$ cat config.mk
export PLATFORM = sky130hd
export DESIGN_NAME = capture_scheduler
export DESIGN_NICKNAME = d
export VERILOG_FILES = /design/src/rtl/capture_scheduler_pkg.sv /design/src/rtl/capture_scheduler_rr_pick.sv /design/src/rtl/capture_scheduler.sv
export SDC_FILE = /design/constraint.sdc
export NUM_CORES = 1
export LEC_CHECK = 0
export ABC_AREA = 1
export BUFFER_PORTS_ARGS = -buffer_cell sky130_fd_sc_hd__buf_4
export CORE_AREA = 2 2 100 102
export DETAILED_ROUTE_END_ITERATION = 10
export DIE_AREA = 0 0 102 104
export PLACE_DENSITY_LB_ADDON = 0.15
export SKIP_CTS_REPAIR_TIMING = 1
export SYNTH_ARGS = -nofsm -noshare
export SYNTH_HDL_FRONTEND = slang
export SYNTH_SLANG_ARGS = --single-unit
$ cat constraint.sdc
create_clock -name clk -period 3.4 [get_ports clk]
set_clock_uncertainty 0.2 [all_clocks]
set_input_delay 0.34 -clock clk [delete_from_list [all_inputs] [get_ports clk]]
set_output_delay 0.34 -clock clk [all_outputs]
set_load 0.05 [all_outputs]
$ cat src/rtl/capture_scheduler_pkg.sv
// capture_scheduler_pkg: shared definitions for the capture scheduler slice.
//   state_t   - scheduler FSM states (ST_IDLE, ST_OFFER)
//   idx_width - channel index width, clog2(n) with a floor of 1
//   sat_inc   - saturating increment of a value held in w bits (w <= 32)
package capture_scheduler_pkg;

    typedef enum logic {
        ST_IDLE,
        ST_OFFER
    } state_t;

    function automatic int unsigned idx_width(input int unsigned n);
        return (n <= 2) ? 1 : $clog2(n);
    endfunction

    function automatic logic [31:0] sat_inc(input logic [31:0] v, input logic inc,
                                            input int unsigned w);
        logic [31:0] top;
        top = (w >= 32) ? '1 : ((32'd1 << w) - 32'd1);
        return (inc && v != top) ? v + 32'd1 : v;
    endfunction

endpackage

$ cat src/rtl/capture_scheduler_rr_pick.sv
// rr_pick: combinational round-robin priority picker.
//   req  [N]     - request vector
//   last [IDX_W] - most recently granted channel; search starts at last+1
//   any          - at least one request is set
//   idx  [IDX_W] - first set request in order last+1 .. N-1, 0 .. last
module rr_pick
    import capture_scheduler_pkg::*;
#(
    parameter  int unsigned N     = 4,
    localparam int unsigned IDX_W = idx_width(N)
) (
    input  logic [N-1:0]     req,
    input  logic [IDX_W-1:0] last,
    output logic             any,
    output logic [IDX_W-1:0] idx
);

    logic [2*N-1:0] dbl;
    logic           found;

    // Lower copy is masked to channels above last; the unmasked upper copy
    // supplies the wrap-around part, so a plain lowest-bit search suffices.
    always_comb begin
        dbl = {req, req};
        for (int unsigned j = 0; j < N; j++) begin
            if (j <= 32'(last)) dbl[j] = 1'b0;
        end
        any   = |req;
        idx   = '0;
        found = 1'b0;
        for (int unsigned j = 0; j < 2 * N; j++) begin
            if (!found && dbl[j]) begin
                found = 1'b1;
                idx   = (j >= N) ? IDX_W'(j - N) : IDX_W'(j);
            end
        end
    end

endmodule

$ cat src/rtl/capture_scheduler.sv
// capture_scheduler: latches event pulses as per-channel pending flags with
// saturating coalesce counts, and offers one channel at a time in
// round-robin order over a valid/ready handshake.
//   clk, r (async, active-high)  - clock and reset
//   en                           - allow new selections
//   clr                          - synchronous flush of pending state and offer
//   s [N]                        - single-cycle event pulses
//   pending [N]                  - registered pending flags
//   out_valid/out_ready          - offer handshake
//   out_idx, out_cnt, out_sat    - offered channel, coalesced count, overflow flag
module capture_scheduler
    import capture_scheduler_pkg::*;
#(
    parameter  int unsigned N     = 4,
    parameter  int unsigned CNT_W = 8,
    localparam int unsigned IDX_W = idx_width(N)
) (
    input  logic             clk,
    input  logic             r,
    input  logic             en,
    input  logic             clr,
    input  logic [N-1:0]     s,
    output logic [N-1:0]     pending,
    output logic             out_valid,
    input  logic             out_ready,
    output logic [IDX_W-1:0] out_idx,
    output logic [CNT_W-1:0] out_cnt,
    output logic             out_sat
);

    localparam logic [CNT_W-1:0] CNT_MAX = '1;

    state_t           state;
    logic [CNT_W-1:0] cnt [N];
    logic [N-1:0]     sat;
    logic [IDX_W-1:0] last;

    logic [N-1:0]     cand;
    logic [N-1:0]     hit;
    logic [N-1:0]     take_oh;
    logic [CNT_W-1:0] cnt_inc [N];
    logic             accept;
    logic             take;
    logic             any;
    logic [IDX_W-1:0] k;

    assign cand   = pending | s;
    assign accept = (state == ST_OFFER) && out_ready;
    assign take   = en && any && ((state == ST_IDLE) || accept);

    rr_pick #(.N(N)) u_pick (
        .req  (cand),
        .last (last),
        .any  (any),
        .idx  (k)
    );

    // cnt_inc/hit already include this cycle's pulse, so a take-cycle event
    // on the chosen channel lands in the snapshot and nowhere else.
    always_comb begin
        take_oh = '0;
        for (int unsigned i = 0; i < N; i++) begin
            cnt_inc[i] = CNT_W'(sat_inc(32'(cnt[i]), s[i], CNT_W));
            hit[i]     = s[i] && (cnt[i] == CNT_MAX);
        end
        if (take) take_oh[k] = 1'b1;
    end

    always_ff @(posedge clk or posedge r) begin
        if (r) begin
            state     <= ST_IDLE;
            out_valid <= 1'b0;
            pending   <= '0;
            sat       <= '0;
            for (int unsigned i = 0; i < N; i++) cnt[i] <= '0;
            last      <= IDX_W'(N - 1);
            out_idx   <= '0;
            out_cnt   <= '0;
            out_sat   <= 1'b0;
        end else if (clr) begin
            state     <= ST_IDLE;
            out_valid <= 1'b0;
            pending   <= '0;
            sat       <= '0;
            for (int unsigned i = 0; i < N; i++) cnt[i] <= '0;
        end else begin
            for (int unsigned i = 0; i < N; i++) begin
                if (take_oh[i]) begin
                    pending[i] <= 1'b0;
                    cnt[i]     <= '0;
                    sat[i]     <= 1'b0;
                end else if (s[i]) begin
                    pending[i] <= 1'b1;
                    cnt[i]     <= cnt_inc[i];
                    if (hit[i]) sat[i] <= 1'b1;
                end
            end
            if (take) begin
                state     <= ST_OFFER;
                out_valid <= 1'b1;
                out_idx   <= k;
                out_cnt   <= cnt_inc[k];
                out_sat   <= sat[k] | hit[k];
                last      <= k;
            end else if (accept) begin
                state     <= ST_IDLE;
                out_valid <= 1'b0;
            end
        end
    end

endmodule

==> summary.txt, run 1 <==
Run status
  • Status: complete, but fails checks
  • Failing checks: hold timing

Layout
  • Combined area of the multi-input logic cells: 1850 um^2
  • Reg area: 1350 um^2
  • Post-route insts no fill: 679
  • Area Overhead vs Synth: 10.6%
  • Final Util: 0.412
  • Layout Nets: 558
  • Diode count: 0
  • FILL cells: 1031
  • Layout cells sized above 1: 0.130

Placed design
  • Post-DP HPWL: 7230 um
  • GPL Wtd Cong: 0.864
  • Placed cell count: 671
  • Input/output buffers: 24

Clock network
  • Worst skew pair latency: 320 ps
  • CTS tree: built
  • Clock sink total: 54
  • Clock tree buffer depth: 2
  • Clock Root Buffer: clkbuf_8
  • Clock slew at reported path FFs: 110 ps
  • H-tree levels: 2
  • TritonCTS Buffers: 5

Floorplan
  • Die W: 102 um
  • I/O pins: 25
  • Die Area: 10600 um^2
  • Rows: 36
  • Initial core utilization: 0.373
  • Core area: 9550 um^2
  • Die Y: 104 um

Drt
  • Drt pass-1 iters: 5
  • Wire length per cell: 13.8 um
  • DRC violations left: 0
  • Routed wire length: 9400 um
  • Vias per inst: 4.81
  • Detailed Route Iter0 Violations: 144
  • Post-DRT Antenna Nets: 0
  • Via count: 3267

Yosys
  • Synth top area share: 0.366
  • Synth area leaders: dfrtp_1 37%, nand2_1 18%, nand3_1 8.2%, inv_1 7.3%, nor2_1 6.6%
  • Mapped Area: 3560 um^2
  • Seq cells post-synth: 54
  • Ys Warns: 0
  • EDFF count, synth: 0
  • Seq/Total Area, Yosys: 0.381
  • Avg Cell Area, Syn: 6.78 um^2
  • Fraction of registers with async set/reset: 1.00
  • Mapped Cells: 525
  • Synth top cells by count: 170 x nand2_1, 69 x inv_1, 63 x nor2_1
  • Ys flop type: dfrtp_1
  • Post-synthesis cell type count: 39
  • Most area-hungry cell type in the Yosys netlist: dfrtp_1
  • Most frequent cell after synthesis: nand2_1
  • Mapped Nets: 538

Setup path
  • CP Capture Type: flip-flop
  • CP dominant cell by count: nand2_4
  • CP Cell Sequence: nand2_1, nand2_4, nand2_2, a21oi_4, nand2_4, nor3_4, or2_4, nor2_2
  • Crit path from: last[1]
  • FF-to-FF path depth: 8
  • Arrival time at the worst endpoint: 2350 ps
  • CP endpoint: pending[0]
  • CP max FO: 17
  • Crit-path max cell delay: 560 ps
  • Reg2reg end: pending[0]
  • Reg2reg start: last[1]
  • Critical path class: reg2reg
  • Critical path data required time: 3420 ps
  • Crit-path slowest cell: dfstp_2
  • Startpoint Class: flip-flop
  • R2r setup slk: 1070 ps

GRT
  • Initial antenna violation count: 0
  • Vias in the first global route: 3254
  • First-pass GRT wire length: 16000 um
  • Tot GR Track Use: 0.192
  • Total grt overflow: 0
  • Largest net degree at the start of global routing: 34

Min path
  • Hold crit path type: in2async

Timing
  • RSZ-0062 raised after global routing: no
  • Tmin final: 2330 ps
  • Slew HR: 0.508
  • Final Hold Fails: 32
  • Post-route setup TNS: 0 ps
  • Final worst-path cycle share: 0.684
  • Max Fclk: 430 MHz
  • Fin Hold WS: -57.6 ps
  • Slew @ Worst Pin: 737 ps
  • Endpoints failing setup: 0
  • Final max-slew violation count: 0

Power
  • Leakage: 0.00207 uW
  • Reg power frac: 0.399
  • Total power: 2010 uW
  • Switching Power: 882 uW
  • Maximum vdd drop: 292 uV
  • Internal Power: 1120 uW
  • Power per cell area: 510 nW/um^2
  • Comb pwr share: 0.405
  • Switch share: 0.440
  • Clk network pwr share: 0.196

Run
  • Total of max-cap violations: 0
## state kept, by name, summed over array words and instances (netlist names)
name / flops
cnt: 32
state: 1
out_cnt: 8
pending: 4
out_sat: 1
last: 2
sat: 4
out_idx: 2
## area by class of cell
cell class | instances | area share
tap | 133 | 0.0423
inverter | 73 | 0.0706
clock buffer | 6 | 0.0210
clock inverter | 2 | 0.00318
timing repair buffer | 25 | 0.0477
sequential | 54 | 0.344
multi-input combinational | 386 | 0.471
## worst min path at each step
stage / startpoint / to / slack, ps / cells past startpoint
3_3_place_gp: out_cnt[4] / out_cnt[4] / 270 / 2
3_5_place_dp: out_cnt[4] / out_cnt[4] / 270 / 2
5_1_grt: r / cnt[10] / 10 / 2
6_report: r / cnt[10] / -60 / 2
2_1_floorplan: sat[1] / sat[1] / 280 / 2
4_1_cts: r / cnt[10] / -20 / 2
## layout by cell type (no fill, tap or decap), drive strengths merged, types with 2 or more instances in the layout
| master | n |
|---|---|
| nor2 | 70 |
| or2 | 8 |
| a21oi | 15 |
| o21bai | 2 |
| nand4 | 12 |
| dfstp | 2 |
| nand2 | 181 |
| clkinv | 2 |
| buf | 25 |
| ha | 4 |
| clkbuf | 6 |
| nor3 | 9 |
| nor4 | 2 |
| xnor2 | 4 |
| inv | 72 |
| nor3b | 6 |
| xor2 | 4 |
| o21ai | 4 |
| nand3 | 61 |
| dfrtp | 52 |
## power groups by stage
stage                     Combinational [uW]  Clock [uW]  Sequential, uW
after global placement                   813           0             811
after global routing                     897         426             810
final                                    813         394             800
after CTS                                816         415             799
after detailed placement                 815           0             809
after floorplan                          466           0             960
## metal layers
metal | wire length (um) | global-route usage
met4 | 263 | 0.0752
met3 | 400 | 0.0296
met2 | 4330 | 0.308
met5 | 0 | 0
met1 | 4400 | 0.258
## critical path, delay by kind of cell (launching register included)
kind | cells | cell delay, ps
AND/OR/NAND/NOR | 7 | 1100
flip-flops | 1 | 560
AO/OA/AOI/OAI | 1 | 350
## kinds of logic (layout without fill, tap and decap cells)
| group | count (synthesis) | count (layout) | synth area share |
|---|---|---|---|
| simple gates | 350 | 350 | 0.447 |
| buf+inv | 85 | 106 | 0.0981 |
| flops | 54 | 54 | 0.381 |
| compound gates | 24 | 24 | 0.0401 |
| xor+xnor | 8 | 8 | 0.0197 |
| fa+ha+maj | 4 | 4 | 0.0141 |
## stage by stage
| step | setup WS (ps) | area, um^2 |
|---|---|---|
| 5_1_grt | 939 | 3940 |
| 4_1_cts | 1090 | 3940 |
| 6_report | 1070 | 3940 |
| 3_5_place_dp | 1020 | 3840 |
| 2_1_floorplan | 1380 | 3560 |
| 3_3_place_gp | 1080 | 3840 |
Power figures use the tool's default switching activity.
==> run 2, diff against run 1 <==
clock period = 2.4 ns   (was 3.4 ns; I/O delays follow)
==> run 2 against run 1 <==
The run still ends with hold timing left. Total power up 48%. Via count grew 1.8%. Clock power is 60% higher. Final cell count increased by 1.0%. Worst hold slack better by 46 ps. Sequential cell count did not move. Critical path depth up 2. First-iteration DRC count is 52% higher.
==> summary.txt, run 2 (same netlist as run 1, synthesis figures left out) <==
Run status
  • Status: complete, but fails checks
  • Failing checks: hold timing

Layout
  • Reg with most FFs: cnt
  • Combined area of the multi-input logic cells: 1870 um^2
  • Reg area: 1350 um^2
  • Most frequent cells in the layout: 170 x nand2_1, 68 x inv_1, 63 x nor2_1
  • Layout Nets: 565
  • Diode count: 0
  • FILL cells: 1034
  • Commonest non-fill, non-tap cell in the layout: nand2_1
  • Layout cells sized above 1: 0.141
  • Max reg flops: 32
  • Biggest regs: cnt (32), out_cnt (8)
  • Area Overhead vs Synth: 13.6%

Drt
  • Detailed Route Iter0 Violations: 219
  • Wire length per cell: 13.7 um
  • Routed wire length: 9380 um
  • Post-DRT Antenna Nets: 0
  • Via count: 3327
  • Drt pass-1 iters: 6
  • DRC violations left: 0
  • Vias per inst: 4.85

Power
  • Maximum vdd drop: 565 uV
  • Total power: 2960 uW
  • Power per cell area: 733 nW/um^2
  • Leakage: 0.00212 uW

Setup path
  • Critical path data required time: 2420 ps
  • Arrival time at the worst endpoint: 2180 ps
  • CP Capture Type: flip-flop
  • Critical path class: reg2reg
  • CP max FO: 6
  • Startpoint Class: flip-flop

Timing
  • Final worst-path cycle share: 0.900
  • Endpoints failing setup: 0
  • Tmin final: 2160 ps
  • Final max-slew violation count: 0
  • RSZ-0062 raised after global routing: no
  • Max Fclk: 463 MHz
  • Post-route setup TNS: 0 ps
  • Fin Hold WS: -12.0 ps
  • Slew @ Worst Pin: 609 ps
  • Final Hold Fails: 1
  • Slew HR: 0.594

Clock network
  • Worst skew pair latency: 310 ps
  • CTS tree: built
  • Clock tree buffer depth: 2
  • Clock slew at reported path FFs: 100 ps
  • H-tree levels: 2
  • Clock sink total: 54
  • TritonCTS Buffers: 5
  • Clock Root Buffer: clkbuf_8

GRT
  • Initial antenna violation count: 0
  • Tot GR Track Use: 0.188
  • Largest net degree at the start of global routing: 31
  • Vias in the first global route: 3180
  • First-pass GRT wire length: 15900 um
  • Total grt overflow: 0

Run
  • Total of max-cap violations: 0

Floorplan
  • Rows: 36
  • Initial core utilization: 0.373
  • I/O pins: 25
  • Die Y: 104 um
  • Die W: 102 um
  • Die Area: 10600 um^2
  • Core area: 9550 um^2

Placed design
  • Post-DP HPWL: 7320 um
  • GPL Wtd Cong: 0.938
  • Input/output buffers: 24

Min path
  • Hold crit path type: in2reg
==> run 2: path summary, 6_finish.rpt <==
check,end,depth (start not counted),slack [ps],from
setup reg to reg,out_cnt[0],10,240,cnt[16]
hold reg to reg,out_idx[0],2,300,out_idx[0]
max in group asynchronous,last[1],4,1020,r
min in group asynchronous,cnt[19],3,350,r
hold / removal,state,4,-10,out_ready
setup / recovery,out_cnt[0],10,240,cnt[16]
==> run 2: stage by stage <==
step | worst slack, ps | hold WS (ps) | utilization | instances | cell area, um^2
after floorplan | 381 | 185 | - | 525 | 3560
after global placement | 246 | 154 | 0.408 | 677 | 3900
after detailed placement | 200 | 154 | 0.408 | 677 | 3900
after CTS | 188 | -188 | 0.420 | 685 | 4010
after global routing | 80.2 | 14.9 | 0.423 | 686 | 4040
final | 240 | -12.0 | 0.423 | 686 | 4040
==> run 2: final cells by class <==
cell class                 count  share of cell area
multi-input combinational    386               0.464
sequential                    54               0.335
inverter                      73              0.0688
timing repair buffer          32              0.0632
tap                          133              0.0412
clock buffer                   5              0.0170
clock inverter                 3              0.0108
==> run 2: power by group <==
part | leakage, uW | switching (uW) | total [uW] | internal (uW)
clock network | 0.0000585 | 317 | 630 | 313
registers | 0.000711 | 92.0 | 1130 | 1030
logic | 0.00135 | 850 | 1210 | 357
total | 0.00212 | 1260 | 2960 | 1700
==> run 2: per-layer routing <==
metal	global-route usage	up-vias	wire length (um)
li1	-	1695	-
met1	0.271	1543	4320
met2	0.308	83	4550
met3	0.0228	6	466
met4	0.0295	0	44
met5	0	-	0
==> run 2: worst max-delay path, cell delays in order (launching register included) <==
cell,delay (ps)
dfrtp_1,420
ha_1,230
nand2_1,120
inv_1,60
nand3_1,180
nand2_1,160
xor2_1,200
a21oi_1,220
nand3_1,140
nand2_1,90
inv_1,40
==> run 3, diff against run 2 <==
CORE_AREA = 2 2 98 100   (was 2 2 100 102)
DIE_AREA = 0 0 100 102   (was 0 0 102 104)
SYNTH_HIERARCHICAL = 1   (was default)
==> run 3 against run 2 <==
The run now ends clean. Clock power down 15%. Sequential cell count did not move. Maximum frequency down 5.0%. Non-clock buffer count is 3 higher. Final cell count decreased by 6.1%. Routed wire length fell by 7.2%. Total power decreased by 12%. Critical path depth is 2 higher. First-iteration DRC count decreased by 33%. Via count down 6.3%. Die area down 3.8%. Setup slack lost 110 ps. Largest cell class unchanged. Largest power group is now sequential cells.
==> summary.txt, run 3 <==
Run status
  • Status: finished, final reports clean

Setup path
  • CP dominant cell by count: nand2_1
  • Critical path data required time: 2400 ps
  • Startpoint Class: flip-flop
  • CP Capture Type: flip-flop
  • CP max FO: 9
  • CP Cell Sequence: inv_1, nand2_1, or2_2, nand3_1, a21oi_2, nand2_1, clkinvlp_4, buf_4, nand2_1, nand2_1, nor2_1, nor2_1
  • Crit-path max cell delay: 400 ps
  • CP top delay family: simple AND/OR/NAND/NOR gates
  • WP buf/inv: 3
  • Crit-path slowest cell: dfrtp_1
  • Critical path class: reg2reg
  • Arrival time at the worst endpoint: 2270 ps

Drt
  • Drt pass-1 iters: 5
  • Routed wire length: 8710 um
  • Post-DRT Antenna Nets: 0
  • Wire length per cell: 13.5 um
  • Vias per inst: 4.84
  • Detailed Route Iter0 Violations: 146
  • Via count: 3116
  • DRC violations left: 0

Clock network
  • Clock slew at reported path FFs: 100 ps
  • TritonCTS Buffers: 5
  • Clock tree buffer depth: 2
  • Worst skew pair latency: 310 ps
  • CTS tree: built
  • Clock Root Buffer: clkbuf_8
  • H-tree levels: 2
  • Clock sink total: 54

GRT
  • First-pass GRT wire length: 14800 um
  • Initial antenna violation count: 0
  • Largest net degree at the start of global routing: 34
  • Met2 Usage GRT: 0.317
  • Grt met3 use: 0.0253
  • Total grt overflow: 0
  • Met1 GRT Util: 0.243
  • Tot GR Track Use: 0.182
  • Busiest layer in global routing: met2
  • Vias in the first global route: 3032

Timing
  • Final max-slew violation count: 0
  • Final worst-path cycle share: 0.948
  • Final Hold Fails: 0
  • Max Fclk: 440 MHz
  • Endpoints failing setup: 0
  • Slew HR: 0.675
  • RSZ-0062 raised after global routing: yes
  • Slew @ Worst Pin: 487 ps
  • Tmin final: 2270 ps

Floorplan
  • Die Y: 102 um
  • Rows: 35
  • Core area: 9110 um^2
  • Die Area: 10200 um^2
  • I/O pins: 25
  • Die W: 100 um
  • Initial core utilization: 0.371

Layout
  • Max reg flops: 32
  • Layout cells sized above 1: 0.144
  • Post-route insts no fill: 644
  • Biggest regs: cnt (32), out_cnt (8)
  • Reg with most FFs: cnt
  • Commonest non-fill, non-tap cell in the layout: nand2_1
  • Most frequent cells in the layout: 144 x nand2_1, 70 x inv_1, 69 x nor2_1
  • Layout Nets: 545
  • Cell area after layout: 3860 um^2
  • Diode count: 0
  • Area Overhead vs Synth: 14.3%

Yosys
  • Ys Warns: 6
  • Fraction of registers with async set/reset: 1.00
  • Most frequent cell after synthesis: nand2_1
  • Mapped Cells: 496
  • Most area-hungry cell type in the Yosys netlist: dfrtp_1
  • Avg Cell Area, Syn: 6.82 um^2
  • Post-synthesis cell type count: 34
  • Seq/Total Area, Yosys: 0.400
  • Ys flop type: dfrtp_1
  • EDFF count, synth: 0
  • Seq cells post-synth: 54
  • Mapped Area: 3380 um^2
  • Synth top area share: 0.385
  • Mapped Nets: 509
  • Synth area leaders: dfrtp_1 38%, nand2_1 16%, inv_1 7.9%, nor2_1 7.7%, nand3_1 7.5%
  • Synth top cells by count: 144 x nand2_1, 71 x inv_1, 69 x nor2_1

Power
  • Total power: 2590 uW
  • Maximum vdd drop: 244 uV
  • Leakage: 0.00191 uW
  • Power per cell area: 671 nW/um^2

Placed design
  • Post-DP HPWL: 6570 um
  • Input/output buffers: 24
  • Placed cell count: 633
  • Placed inst area: 3740 um^2
  • GPL Wtd Cong: 0.814

Run
  • Total of max-cap violations: 0

Min path
  • Hold crit path type: in2reg
==> run 3: power breakdown <==
part / switching [uW] / total [uW] / internal, uW
sequential: 71.1 / 1080 / 1010
combinational: 668 / 973 / 305
clock: 304 / 538 / 234
total: 1040 / 2590 / 1550
==> run 3: cell families after synthesis <==
group                    after synthesis  synth area share
XOR/XNOR                               8            0.0229
adder cells (fa/ha/maj)                4            0.0148
flip-flops                            54             0.400
AND/OR/NAND/NOR                      310             0.403
AO/OA/AOI/OAI                         37            0.0637
buffers and inverters                 83            0.0955
==> run 3: through the flow <==
stage	TNS, ps	worst slack, ps	hold slack [ps]	utilization
2_1_floorplan	0	47.4	198	-
3_3_place_gp	0	68.3	113	0.410
3_5_place_dp	0	7.87	104	0.410
4_1_cts	0	3.05	-236	0.420
5_1_grt	-73.9	-20.7	7.36	0.424
6_report	0	126	6.23	0.424
==> run 3: cell type report <==
cell class	instances	area (um^2)
clock buffer	7	86.3
clock inverter	1	5.00
fill	963	5240
inverter	77	293
multi-input combinational	359	1710
sequential	54	1350
tap	111	139
timing repair buffer	35	280
==> run 3: metal layers <==
layer | up-vias | wire, um
met5 | - | 0
met4 | 0 | 74
met3 | 6 | 328
met2 | 58 | 4010
met1 | 1434 | 4300
li1 | 1618 | -
==> run 3: path summary, 6_finish.rpt <==
path                                 start         end  slack [ps]  cells after the start
worst max-delay path            pending[3]  out_cnt[7]         130                     12
worst min-delay path                    en       state           6                      3
worst max register to register  pending[3]  out_cnt[7]         130                     12
worst min register to register  out_idx[1]  out_idx[1]         290                      2
max in group asynchronous                r  out_cnt[4]        1140                      4
min in group asynchronous                r     cnt[30]         300                      3
==> run 3: tightest hold or removal path: stages <==
cell,delay [ps]
buf_4,110
nand2_1,70
a21oi_1,60
